==> config.mk <==
export PLATFORM = sky130hd
export DESIGN_NAME = ifetch_queue
export DESIGN_NICKNAME = d
export VERILOG_FILES = /design/src/rtl/mips_pkg.sv /design/src/rtl/ifq_fifo.sv /design/src/rtl/ifetch_queue.sv
export SDC_FILE = /design/constraint.sdc
export NUM_CORES = 1
export LEC_CHECK = 0
export ABC_AREA = 1
export CAP_MARGIN = 20
export CORE_MARGIN = 5
export CORE_UTILIZATION = 34
export CTS_CLUSTER_SIZE = 16
export DETAILED_ROUTE_END_ITERATION = 8
export GPL_TIMING_DRIVEN = 0
export PLACE_DENSITY = 0.49
export SYNTH_ARGS = -nofsm -noshare
export SYNTH_HDL_FRONTEND = slang
export SYNTH_SLANG_ARGS = --single-unit
==> constraint.sdc <==
create_clock -name clk -period 8.71 [get_ports clk]
set_input_delay 1.742 -clock clk [delete_from_list [all_inputs] [get_ports clk]]
set_output_delay 1.742 -clock clk [all_outputs]
set_load 0.005 [all_outputs]
==> src/rtl/mips_pkg.sv <==
// mips_pkg: shared MIPS core widths, fetch defaults and the fetch-queue entry type.
package mips_pkg;
  localparam int XLEN = 32;
  localparam int IMEM_AW = 32;
  localparam int IMEM_DW = 32;
  localparam logic [XLEN-1:0] RESET_PC_DEF = 32'h0000_3000;
  typedef struct packed {
    logic [IMEM_AW-1:0] pc;
    logic [IMEM_DW-1:0] instr;
  } ifq_entry_t;
endpackage

==> src/rtl/ifq_fifo.sv <==
// ifq_fifo: circular buffer of {pc, instr} with push, pop, full flush and keep-head-only flush.
//   clk, reset (async, active-low); i_push/i_pc/i_instr write the tail;
//   i_pop retires the head; i_flush empties; i_keep_head trims to the head entry;
//   o_pc/o_instr show the head; o_count is the number of stored entries.
module ifq_fifo
  import mips_pkg::*;
#(
  parameter int DEPTH = 4
) (
  input  logic                     clk,
  input  logic                     reset,
  input  logic                     i_push,
  input  logic [IMEM_AW-1:0]       i_pc,
  input  logic [IMEM_DW-1:0]       i_instr,
  input  logic                     i_pop,
  input  logic                     i_flush,
  input  logic                     i_keep_head,
  output logic [IMEM_AW-1:0]       o_pc,
  output logic [IMEM_DW-1:0]       o_instr,
  output logic [$clog2(DEPTH):0]   o_count
);
  localparam int AW = $clog2(DEPTH);
  localparam int CW = AW + 1;
  ifq_entry_t r_mem [DEPTH];
  logic [AW-1:0] r_rd, r_wr, w_wr;
  logic [CW-1:0] r_cnt, w_cnt;
  // Flush variants are applied before the push, so a push in a flush cycle lands in the emptied buffer.
  always_comb begin
    w_wr = i_flush ? r_rd : i_keep_head ? r_rd + AW'(1) : r_wr;
    w_cnt = i_flush ? '0 : i_keep_head ? CW'(1) : r_cnt - CW'(i_pop);
  end
  always_ff @(posedge clk or negedge reset)
    if (!reset) begin
      r_rd <= '0;
      r_wr <= '0;
      r_cnt <= '0;
      for (int i = 0; i < DEPTH; i++) r_mem[i] <= '0;
    end else begin
      r_rd <= r_rd + AW'(i_pop && !i_flush && !i_keep_head);
      r_wr <= w_wr + AW'(i_push);
      r_cnt <= w_cnt + CW'(i_push);
      if (i_push) r_mem[w_wr] <= '{pc: i_pc, instr: i_instr};
    end
  assign o_pc = r_mem[r_rd].pc;
  assign o_instr = r_mem[r_rd].instr;
  assign o_count = r_cnt;
endmodule

==> src/rtl/ifetch_queue.sv <==
// ifetch_queue: in-order instruction prefetch queue feeding decode, with redirect and in-flight discard.
//   clk, reset (async, active-low); imem_req/imem_addr/imem_gnt request side;
//   imem_rvalid/imem_rdata in-order responses; stall/redirect/redirect_pc from decode;
//   instr_valid/instr/instr_pc present the oldest buffered instruction.
//   IFQ_DELAY_SLOT_EN: retain the sequentially next instruction across a redirect.
module ifetch_queue
  import mips_pkg::*;
#(
  parameter int          DEPTH    = 4,
  parameter logic [31:0] RESET_PC = RESET_PC_DEF
) (
  input  logic        clk,
  input  logic        reset,
  output logic        imem_req,
  output logic [31:0] imem_addr,
  input  logic        imem_gnt,
  input  logic        imem_rvalid,
  input  logic [31:0] imem_rdata,
  input  logic        stall,
  input  logic        redirect,
  input  logic [31:0] redirect_pc,
  output logic        instr_valid,
  output logic [31:0] instr,
  output logic [31:0] instr_pc
);
  localparam int AW = $clog2(DEPTH);
  localparam int CW = AW + 1;
  localparam logic [CW-1:0] W_DEPTH = CW'(DEPTH);
  logic r_run;
  logic [31:0] r_fetch_pc, w_fetch_nx;
  logic [CW-1:0] r_out, r_drop, w_cnt, w_out_nx, w_drop_nx;
  logic [31:0] r_rq_pc [DEPTH];
  logic [AW-1:0] r_rq_wr, r_rq_rd;
  logic w_gnt, w_stale, w_push, w_pop, w_flush, w_keep;
  // Credits are counted over buffered plus in-flight entries so every response has a slot.
  assign imem_req = r_run && (w_cnt + r_out < W_DEPTH);
  assign imem_addr = r_fetch_pc;
  assign instr_valid = w_cnt != '0;
  assign w_gnt = imem_req && imem_gnt;
  assign w_pop = instr_valid && !stall && !redirect;
  assign w_out_nx = r_out + CW'(w_gnt) - CW'(imem_rvalid);
`ifdef IFQ_DELAY_SLOT_EN
  logic r_ds_keep, r_pend, w_ds_keep_nx, w_pend_nx, w_ds_rsp;
  logic [31:0] r_pend_pc;
  // r_ds_keep: the next response is the delay slot and is kept before r_drop starts discarding.
  // r_pend: nothing was in flight at redirect, so fetch_pc is fetched once more before the target.
  always_comb begin
    w_stale = imem_rvalid && !r_ds_keep && r_drop != '0;
    w_keep = redirect && instr_valid && stall;
    w_flush = redirect && !w_keep;
    w_ds_rsp = redirect && !instr_valid && imem_rvalid && !w_stale;
    w_push = imem_rvalid && !w_stale && (!redirect || w_ds_rsp);
    w_pend_nx = redirect ? !instr_valid && !w_ds_rsp && w_out_nx == '0 : r_pend && !w_gnt;
    w_ds_keep_nx = redirect ? !instr_valid && !w_ds_rsp && w_out_nx != '0 : r_ds_keep && !imem_rvalid;
    w_drop_nx = !redirect ? r_drop - CW'(w_stale) : w_ds_keep_nx ? w_out_nx - CW'(1) : w_out_nx;
    w_fetch_nx = redirect ? (w_pend_nx ? r_fetch_pc : redirect_pc) :
                 !w_gnt ? r_fetch_pc : r_pend ? r_pend_pc : r_fetch_pc + 32'd4;
  end
  always_ff @(posedge clk or negedge reset)
    if (!reset) begin
      r_ds_keep <= 1'b0;
      r_pend <= 1'b0;
      r_pend_pc <= '0;
    end else begin
      r_ds_keep <= w_ds_keep_nx;
      r_pend <= w_pend_nx;
      if (redirect) r_pend_pc <= redirect_pc;
    end
`else
  // Everything in flight at a redirect (including this cycle's grant) is stale; a same-cycle response is dropped outright.
  always_comb begin
    w_stale = imem_rvalid && r_drop != '0;
    w_keep = 1'b0;
    w_flush = redirect;
    w_push = imem_rvalid && !w_stale && !redirect;
    w_drop_nx = redirect ? w_out_nx : r_drop - CW'(w_stale);
    w_fetch_nx = redirect ? redirect_pc : w_gnt ? r_fetch_pc + 32'd4 : r_fetch_pc;
  end
`endif
  always_ff @(posedge clk or negedge reset)
    if (!reset) begin
      r_run <= 1'b0;
      r_fetch_pc <= RESET_PC;
      r_out <= '0;
      r_drop <= '0;
      r_rq_wr <= '0;
      r_rq_rd <= '0;
    end else begin
      r_run <= 1'b1;
      r_fetch_pc <= w_fetch_nx;
      r_out <= w_out_nx;
      r_drop <= w_drop_nx;
      r_rq_wr <= r_rq_wr + AW'(w_gnt);
      r_rq_rd <= r_rq_rd + AW'(imem_rvalid);
    end
  // PC of each granted request, retired in response order to tag the returned word.
  always_ff @(posedge clk)
    if (w_gnt) r_rq_pc[r_rq_wr] <= r_fetch_pc;
  ifq_fifo #(.DEPTH(DEPTH)) u_fifo (
    .clk         (clk),
    .reset       (reset),
    .i_push      (w_push),
    .i_pc        (r_rq_pc[r_rq_rd]),
    .i_instr     (imem_rdata),
    .i_pop       (w_pop),
    .i_flush     (w_flush),
    .i_keep_head (w_keep),
    .o_pc        (instr_pc),
    .o_instr     (instr),
    .o_count     (w_cnt)
  );
endmodule

# Word-level counts from Yosys, hierarchy flattened

Memories as Yosys holds them, arrays and structs flattened.
Index checks and enable logic that the tools add are counted.

Add/sub/neg operators: 11
$lt $le $gt $ge: 4
Muxes and demuxes: 13
Bitwise operators: 2
Reduce and logical (&&, ||, !) cells: 15

Operator list:

| cell                                                                          | number |
|---|---|
| 256-bit bitwise mux                                                           | 1 |
| 64-bit two-way mux                                                            | 3 |
| 64-bit binary-select mux with 2-bit select                                    | 1 |
| 64-bit demux with 2-bit select                                                | 1 |
| 32-bit two-way mux                                                            | 2 |
| 32-bit by 3-bit adder with 32-bit output (second input constant)              | 1 |
| 1-bit logical AND                                                             | 9 |
| 3-bit by 1-bit subtractor with 3-bit output                                   | 3 |
| 2-bit by 1-bit adder with 2-bit output                                        | 4 |
| 3-bit by 1-bit adder with 3-bit output                                        | 2 |
| 3-bit greater-or-equal comparator (second input constant)                     | 2 |
| 3-bit two-way mux                                                             | 2 |
| 2-bit NOT with 3-bit output                                                   | 2 |
| 3-bit nonzero test                                                            | 2 |
| 3-bit adder                                                                   | 1 |
| 1-bit zero test                                                               | 3 |
| 3-bit by 1-bit less-than comparator with 1-bit output (second input constant) | 1 |
| 3-bit less-than comparator (second input constant)                            | 1 |
| 1-bit two-way mux                                                             | 2 |
| 2-bit two-way mux                                                             | 1 |
| 2-bit nonzero test                                                            | 1 |

Register bits after elaboration: 306
RAM bits: 128
Bits of input ports: 70
Output and inout port bits: 98
Logic and storage cells: 63
Memories kept: 1

Memories:

| memory  | words | bits a word | read ports | clocked after memory_dff | wr ports | RTL line           | source |
|---|---|---|---|---|---|---|---|
| r_rq_pc | 4     | 32          | 1          | 0                        | 1        | ifetch_queue.sv:32 | `logic [31:0] r_rq_pc [DEPTH];` |

# Depth between registers and ports, before layout

Gate-level depths: netlist of run 1.

Depth in word-level cells: 7
Depth in mapped cells: 13
Gate-level depth less buffers: 12

# By module

Synthesis of run 1 repeated with hierarchy kept, for this count alone.

Cell total of the unflattened synthesis: 2260
Area, all modules: 19827.8 µm²

Modules (own cells, without submodules):

| module       | instances | cells each | area each (µm²) | seq. area each (µm²) |
|---|---|---|---|---|
| ifq_fifo     | 1         | 1517       | 12200.5         | 6581.3 |
| ifetch_queue | 1         | 743        | 7627.3          | 4922.2 |

# Worst setup path before layout of run 1

Ideal clock, no wire load.

Path type: input -> register
Start: input port imem_gnt
End: memory r_rq_pc[0][0] (enable)
Setup time: 0.461 ns
Arrival: 4.355 ns
Data required time: 8.249 ns
Path slack: 3.893 ns
Cell stages on the path: 3
Path buffers: 1
Path through: nand4_1 -> clkbuf_1 -> nor3_1

Longest elaborated chain between the ends: 3

Ends and longest elaborated chain:

| element                                 | RTL line           | source |
|---|---|---|
| start: declaration                      | ifetch_queue.sv:16 | `input logic imem_gnt,` |
| 1-bit logical AND                       | ifetch_queue.sv:39 | `assign w_gnt = imem_req && imem_gnt;` |
| 1-bit two-way mux                       | ifetch_queue.sv:98 | `if (w_gnt) r_rq_pc[r_rq_wr] <= r_fetch_pc;` |
| 1-bit two-way mux (implied by the code) | ifetch_queue.sv:98 |  |
| end: declaration                        | ifetch_queue.sv:32 |  |

Every way passes these cells.

# Final worst setup path of run 1

Start: register u_fifo.r_rd[0]
End: output port instr_pc[22]

Longest elaborated chain between the ends: 4

Ends and longest elaborated chain:

| element                                               | RTL line           | source |
|---|---|---|
| start: declaration                                    | ifq_fifo.sv:25     | `logic [AW-1:0] r_rd, r_wr, w_wr;` |
| start signal: assignment                              | ifq_fifo.sv:39     | `r_rd <= r_rd + AW'(i_pop && !i_flush && !i_keep_head);` |
| 2-bit NOT with 3-bit output (implied by the code)     | ifq_fifo.sv:44     | `assign o_pc = r_mem[r_rd].pc;` |
| 64-bit binary-select mux with 2-bit select            | ifq_fifo.sv:44     |  |
| 64-bit two-way mux (implied by the code) (2 in a row) | ifq_fifo.sv:44     |  |
| end: declaration                                      | ifetch_queue.sv:24 | `output logic [31:0] instr_pc` |

Every way passes these cells. The select of a mux whose other input is x is not followed.

==> metrics.cfg, run 1 <==
[status]
outcome=completed

[die]
die_x_um=246
initial_core_util_pct=34.4
die-area_um2=60500
pin_count=168
core_um2=55100
fp-row-count=86
die_h_um=246

[cts]
numCtsBuffers=51
cts_root_buffer=clkbuf_16
cts-htree-levels=2
cts_hold_buf=0
cts_sinks=434
postCtsSetupBuffers=0
cts_buffer_depth=3
cts_resized=0
cts_tree=yes
clk_pin_slew_worst_paths_ns=0.06
clkLatencyLatePin_ns=0.59

[place]
numPortBuffers=167
dp_cells=3046
place.gp.congestion=0.806
dp_hpwl_um=40500

[timing]
period_share_pct=61.0
holdWs_ns=0.465
drv_slew=0
relSlewSlack_pct=42.3
tightest_slew_ns=0.865
rsz0062_at_grt=no
period_needed_ns=5.31
clock_skew_ns=0.0238
timing.fmax_ghz=0.188
finalSetupViolations=0
setup-tns-final_ns=0
hold_viol=0

[critical_path]
path_common_cell=clkbuf_1
crit_path_max_incr_delay_ns=0.60
startpoint_type=flop
path_class=flop to output port
arrival_ns=3.57
worstPathCellList=clkbuf_1 -> clkbuf_1 -> clkbuf_1 -> nor2_1 -> o22ai_1 -> clkdlybuf4s50_1
end_kind=output port
path_buf_inv=4
cp_max_fo=10
required_ns=6.97
slowest_stage=clkbuf_1
crit_family=buffers and inverters

[detailed_routing]
vias_per_cell=4.83
totalWireLength_um=57000
drtIter0Drc=1047
dr.pass1.iters=5
ant_nets=0
wl_per_cell_um=18.1
vias=15167
drc=0

[logic_synthesis]
yosysWarnings=0
synth_top_family_by_area=simple AND/OR/NAND/NOR gates
syn_area_um2=18900
seq_area_frac_synth_pct=60.7
yosys.area_share.simple_pct=21.1
synth_mux_area_share_pct=0
yosys_register_bits=434
synth_compound_area_share_pct=12.1
synthAdderAreaFrac_pct=1.03
synth_xor_xnor_area_share_pct=0.879
syn-num-nets=2202
syn-instance-count=2117
yosysUniqueCellTypes=33
syn_area_per_cell_um2=8.95

[power]
peakVddDrop_mv=0.161
power_density_nw_per_um2=358
leakagePower_uw=0.0103

[cells_and_area]
final_net_count=2436
drive_above_1_share_pct=5.43
synthToLayoutAreaGrowth_pct=23.7
antenna_cells=0
n_fill_cell=5556
layoutNonFillerInstCount=3140
final_core_utilization_pct=42.5

[grt]
use_met3_pct=3.11
grt_pass1_vias=15518
track_usage_pct=18.7
antenna_found_initial=0
grt.busiest_layer=met2
met2_usage_pct=31.0
overflow=0
grt_pass1_wl_um=89700
use_met1_pct=25.7
grt_max_degree=109

[worst_hold_path]
hp-class=flop to flop

[run]
cap_violations=0

registers in the layout (all words and copies together), names as in the netlist:
name	flops
imem_addr	32
r_drop	3
r_out	3
r_rq_pc	128
r_rq_rd	2
r_rq_wr	2
r_run	1
u_fifo.o_count	3
u_fifo.r_mem	256
u_fifo.r_rd	2
u_fifo.r_wr	2
cell usage after synthesis:
master | count | share of area (%)
a21o_1 | 1 | 0.040
a21oi_1 | 1 | 0.026
and2_1 | 1 | 0.033
and3_1 | 1 | 0.033
buf_1 | 3 | 0.059
buf_2 | 22 | 0.58
clkbuf_1 | 101 | 2.0
clkinv_1 | 1 | 0.020
conb_1 | 1 | 0.020
dfrtp_1 | 304 | 40
dfstp_2 | 2 | 0.28
edfxtp_1 | 128 | 20
fa_1 | 1 | 0.11
ha_1 | 14 | 0.92
inv_1 | 70 | 1.4
inv_2 | 6 | 0.12
nand2_1 | 697 | 14
nand3_1 | 55 | 1.5
nand3_4 | 1 | 0.092
nand3b_1 | 7 | 0.28
nand4_1 | 3 | 0.099
nor2_1 | 235 | 4.7
nor3_1 | 8 | 0.21
nor3_2 | 1 | 0.053
nor3_4 | 4 | 0.34
o21ai_0 | 321 | 8.5
o21ai_1 | 10 | 0.26
o21ai_2 | 1 | 0.046
o21bai_1 | 1 | 0.040
o22ai_1 | 96 | 3.2
or2_2 | 1 | 0.033
xnor2_1 | 10 | 0.46
xor2_1 | 9 | 0.42
layout by cell type, fill, tap and decap left out, types with 2 or more instances in the layout:
cell / count
buf_1: 3
buf_16: 2
buf_2: 22
buf_6: 9
buf_8: 4
bufinv_16: 2
clkbuf_1: 118
clkbuf_16: 52
clkbuf_8: 12
clkdlybuf4s50_1: 166
clkinv_1: 5
clkinv_2: 5
dfrtp_1: 304
dfstp_2: 2
edfxtp_1: 128
ha_1: 14
inv_1: 70
inv_2: 6
nand2_1: 697
nand3_1: 55
nand3b_1: 7
nand4_1: 3
nor2_1: 235
nor3_1: 4
nor3_2: 5
nor3_4: 4
o21ai_0: 321
o21ai_1: 10
o22ai_1: 96
xnor2_1: 10
xor2_1: 9
final timing paths:
check	start	end	slack (ns)	cells after the start
min reg2reg	u_fifo.r_mem[163]	u_fifo.r_mem[163]	0.47	2
max in group asynchronous	reset	imem_addr[15]	6.43	2
min	u_fifo.r_mem[163]	u_fifo.r_mem[163]	0.47	2
max	u_fifo.r_rd[0]	instr_pc[22]	3.40	6
min in group asynchronous	reset	u_fifo.r_mem[11]	1.19	1
max reg2reg	r_out[1]	r_rq_pc[2][6]	5.47	10
kinds of logic (layout without fill, tap and decap cells):
group	after synthesis	in the layout
compound gates	431	431
xor+xnor	19	19
fa+ha+maj	15	15
buf+inv	203	478
flops	434	434
other cells	1	1
simple gates	1014	1014
power breakdown:
part,internal [µW],leakage [µW],total (µW),switching (µW)
combinational,1280,0.00433,3120,1840
sequential,2770,0.00513,3180,406
clock,1260,0.000813,2100,839
layout make-up:
type	instances	area (µm²)	area share, %
sequential	434	11500	49.1
clock inverter	13	125	0.534
timing repair buffer	181	1880	8.02
multi-input combinational	1480	6670	28.5
tap	748	936	3.99
clock buffer	81	1530	6.53
buffer	126	500	2.14
inverter	77	289	1.23
layer usage:
metal | wire, µm | vias up
met1 | 26000 | 7262
met4 | 1170 | 0
met5 | 0 | -
li1 | - | 7477
met2 | 27100 | 365
met3 | 2740 | 63
stage by stage:
stage | power [µW] | cell area [µm²] | worst slack, ns
after floorplan | 4750 | 18900 | 3.89
after global placement | 6300 | 21500 | -7.92
after detailed placement | 6370 | 21800 | 3.98
after CTS | 8500 | 23400 | 3.34
after global routing | 9000 | 23400 | 3.17
final | 8390 | 23400 | 3.40
tightest hold or removal path: cells and delay by family, from the launching register on:
kind | cells | cell delay, ns
AND/OR/NAND/NOR | 2 | 0.09
flip-flops | 1 | 0.34
Note: power is estimated with default switching activity, not from simulation.
==> run 2, diff against run 1 <==
- PLACE_DENSITY: 0.49 -> 0.51
- clock period: 8.71 -> 4.7 ns (I/O delays scaled with it)
==> metrics.cfg, run 2 (synthesis results as in run 1) <==
[power]
leakagePower_uw=0.0102
seq_power_share_pct=38.2
switching_share_pct=37.1
power_density_nw_per_um2=663
power.internal_uw=9720
peakVddDrop_mv=0.287
switching_power_uw=5750
power_frac_comb_pct=37.5
finalPower_uw=15500
p_clk_share_pct=24.4

[cells_and_area]
final_common_cell=nand2_1
final_net_count=2435
drive_above_1_share_pct=5.53
antenna_cells=0
final_cell_mix=697 x nand2_1, 321 x o21ai_0, 304 x dfrtp_1, 235 x nor2_1, 166 x clkdlybuf4s50_1
synthToLayoutAreaGrowth_pct=23.2
final_cell_area_um2=23300
regMostFlops=u_fifo.r_mem
largest_reg_flops=256
n_fill_cell=5535
layoutNonFillerInstCount=3134

[timing]
drv_slew=0
period_needed_ns=4.50
setup_ws_ns=0.200
clock_skew_ns=0.0292
finalSetupViolations=0
relSlewSlack_pct=41.1
rsz0062_at_grt=no
hold_viol=0
tightest_slew_ns=0.878
timing.fmax_ghz=0.222
period_share_pct=95.7

[cts]
clkLatencyLatePin_ns=0.59
numCtsBuffers=49
cts_root_buffer=clkbuf_16
cts-htree-levels=2
cts_hold_buf=0
cts_sinks=434
postCtsSetupBuffers=0
cts_buffer_depth=3
cts_resized=0
cts_tree=yes
clk_pin_slew_worst_paths_ns=0.06

[grt]
grt_max_degree=117
grt_pass1_vias=15379
grt_pass1_wl_um=89300
antenna_found_initial=0
track_usage_pct=18.6
overflow=0

[detailed_routing]
vias=15304
dr.pass1.iters=6
drc=0
totalWireLength_um=57000
ant_nets=0
drtIter0Drc=1117
vias_per_cell=4.88
wl_per_cell_um=18.2

[critical_path]
path_class=flop to output port
r2r_slack_ns=1.34
ff2ff_path_depth=10
startpoint_type=flop
arrival_ns=3.56
required_ns=3.76
reg2reg_from=r_out[1]
r2r-end=r_rq_pc[0][5]
end_kind=output port
cp_max_fo=10

[die]
fp-row-count=86
die_h_um=246
die-area_um2=60500
pin_count=168
initial_core_util_pct=34.4
core_um2=55100
die_x_um=246

[place]
dp_hpwl_um=40200
dp_slack_ns=0.773
place.gp.congestion=0.814
numPortBuffers=167
dp_cells=3047
placed_cell_area_um2=21800

[status]
outcome=completed

[run]
cap_violations=0

[worst_hold_path]
hp-class=input pin to asynchronous set/reset pin

[run 2: cell count changes in the layout (fill, tap and decap cells not counted), sizes merged]
cell / previous run / this run
clkbuf: 182 / 168
clkinv: 11 / 17
buf: 40 / 41
bufinv: 2 / 3
[run 2: per-stage QoR]
step	utilization, %	hold slack, ns	TNS (ns)
final	42.4	0.351	0
after global routing	42.4	0.402	0
after detailed placement	39.5	0.453	0
after global placement	39.1	0.448	-3593.17
after floorplan	-	0.437	0
after CTS	42.4	0.366	0
[run 2: cell type report]
type                       instances  area, µm²  area share [%]
clock buffer                      67       1390            5.93
inverter                          77        289            1.24
buffer                           126        500            2.14
tap                              748        936            4.01
clock inverter                    20        186           0.799
timing repair buffer             182       1870            8.03
sequential                       434      11500            49.3
multi-input combinational       1480       6670            28.6
[run 2: metal layers]
layer / vias to the layer above / GRT usage, % / routed length (µm) / share of wire (%)
li1: 7466 / - / - / -
met1: 7355 / 25.0 / 25500 / 45
met2: 409 / 31.2 / 27100 / 48
met3: 74 / 3.31 / 3150 / 5.5
met4: 0 / 5.14 / 1270 / 2.2
met5: - / 0 / 0 / 0
[run 2: power by group through the flow]
stage | logic, µW | registers [µW] | clock network (µW)
after floorplan | 3090 | 5720 | 0
after global placement | 5750 | 5940 | 0
after detailed placement | 5870 | 5940 | 0
after CTS | 5880 | 5890 | 3860
after global routing | 6520 | 6040 | 4020
final | 5790 | 5900 | 3770
[run 2: worst max path at each step]
stage              startpoint  slack [ns]  depth (start not counted)       endpoint
2_1_floorplan        imem_gnt        0.69                          3  r_rq_pc[0][0]
3_3_place_gp            reset      -11.02                          1   imem_addr[3]
3_5_place_dp   u_fifo.r_rd[0]        0.77                          6   instr_pc[21]
4_1_cts        u_fifo.r_rd[0]        0.15                          6   instr_pc[21]
5_1_grt        u_fifo.r_rd[0]        0.02                          6   instr_pc[21]
6_report       u_fifo.r_rd[0]        0.20                          6   instr_pc[21]
[run 2: critical path: stages (launching register included)]
cell and delay, ns:
dfrtp_1 0.38, clkbuf_1 0.55, clkbuf_1 0.63, clkbuf_1 0.41, nor2_1 0.11, o22ai_1 0.32, clkdlybuf4s50_1 0.58
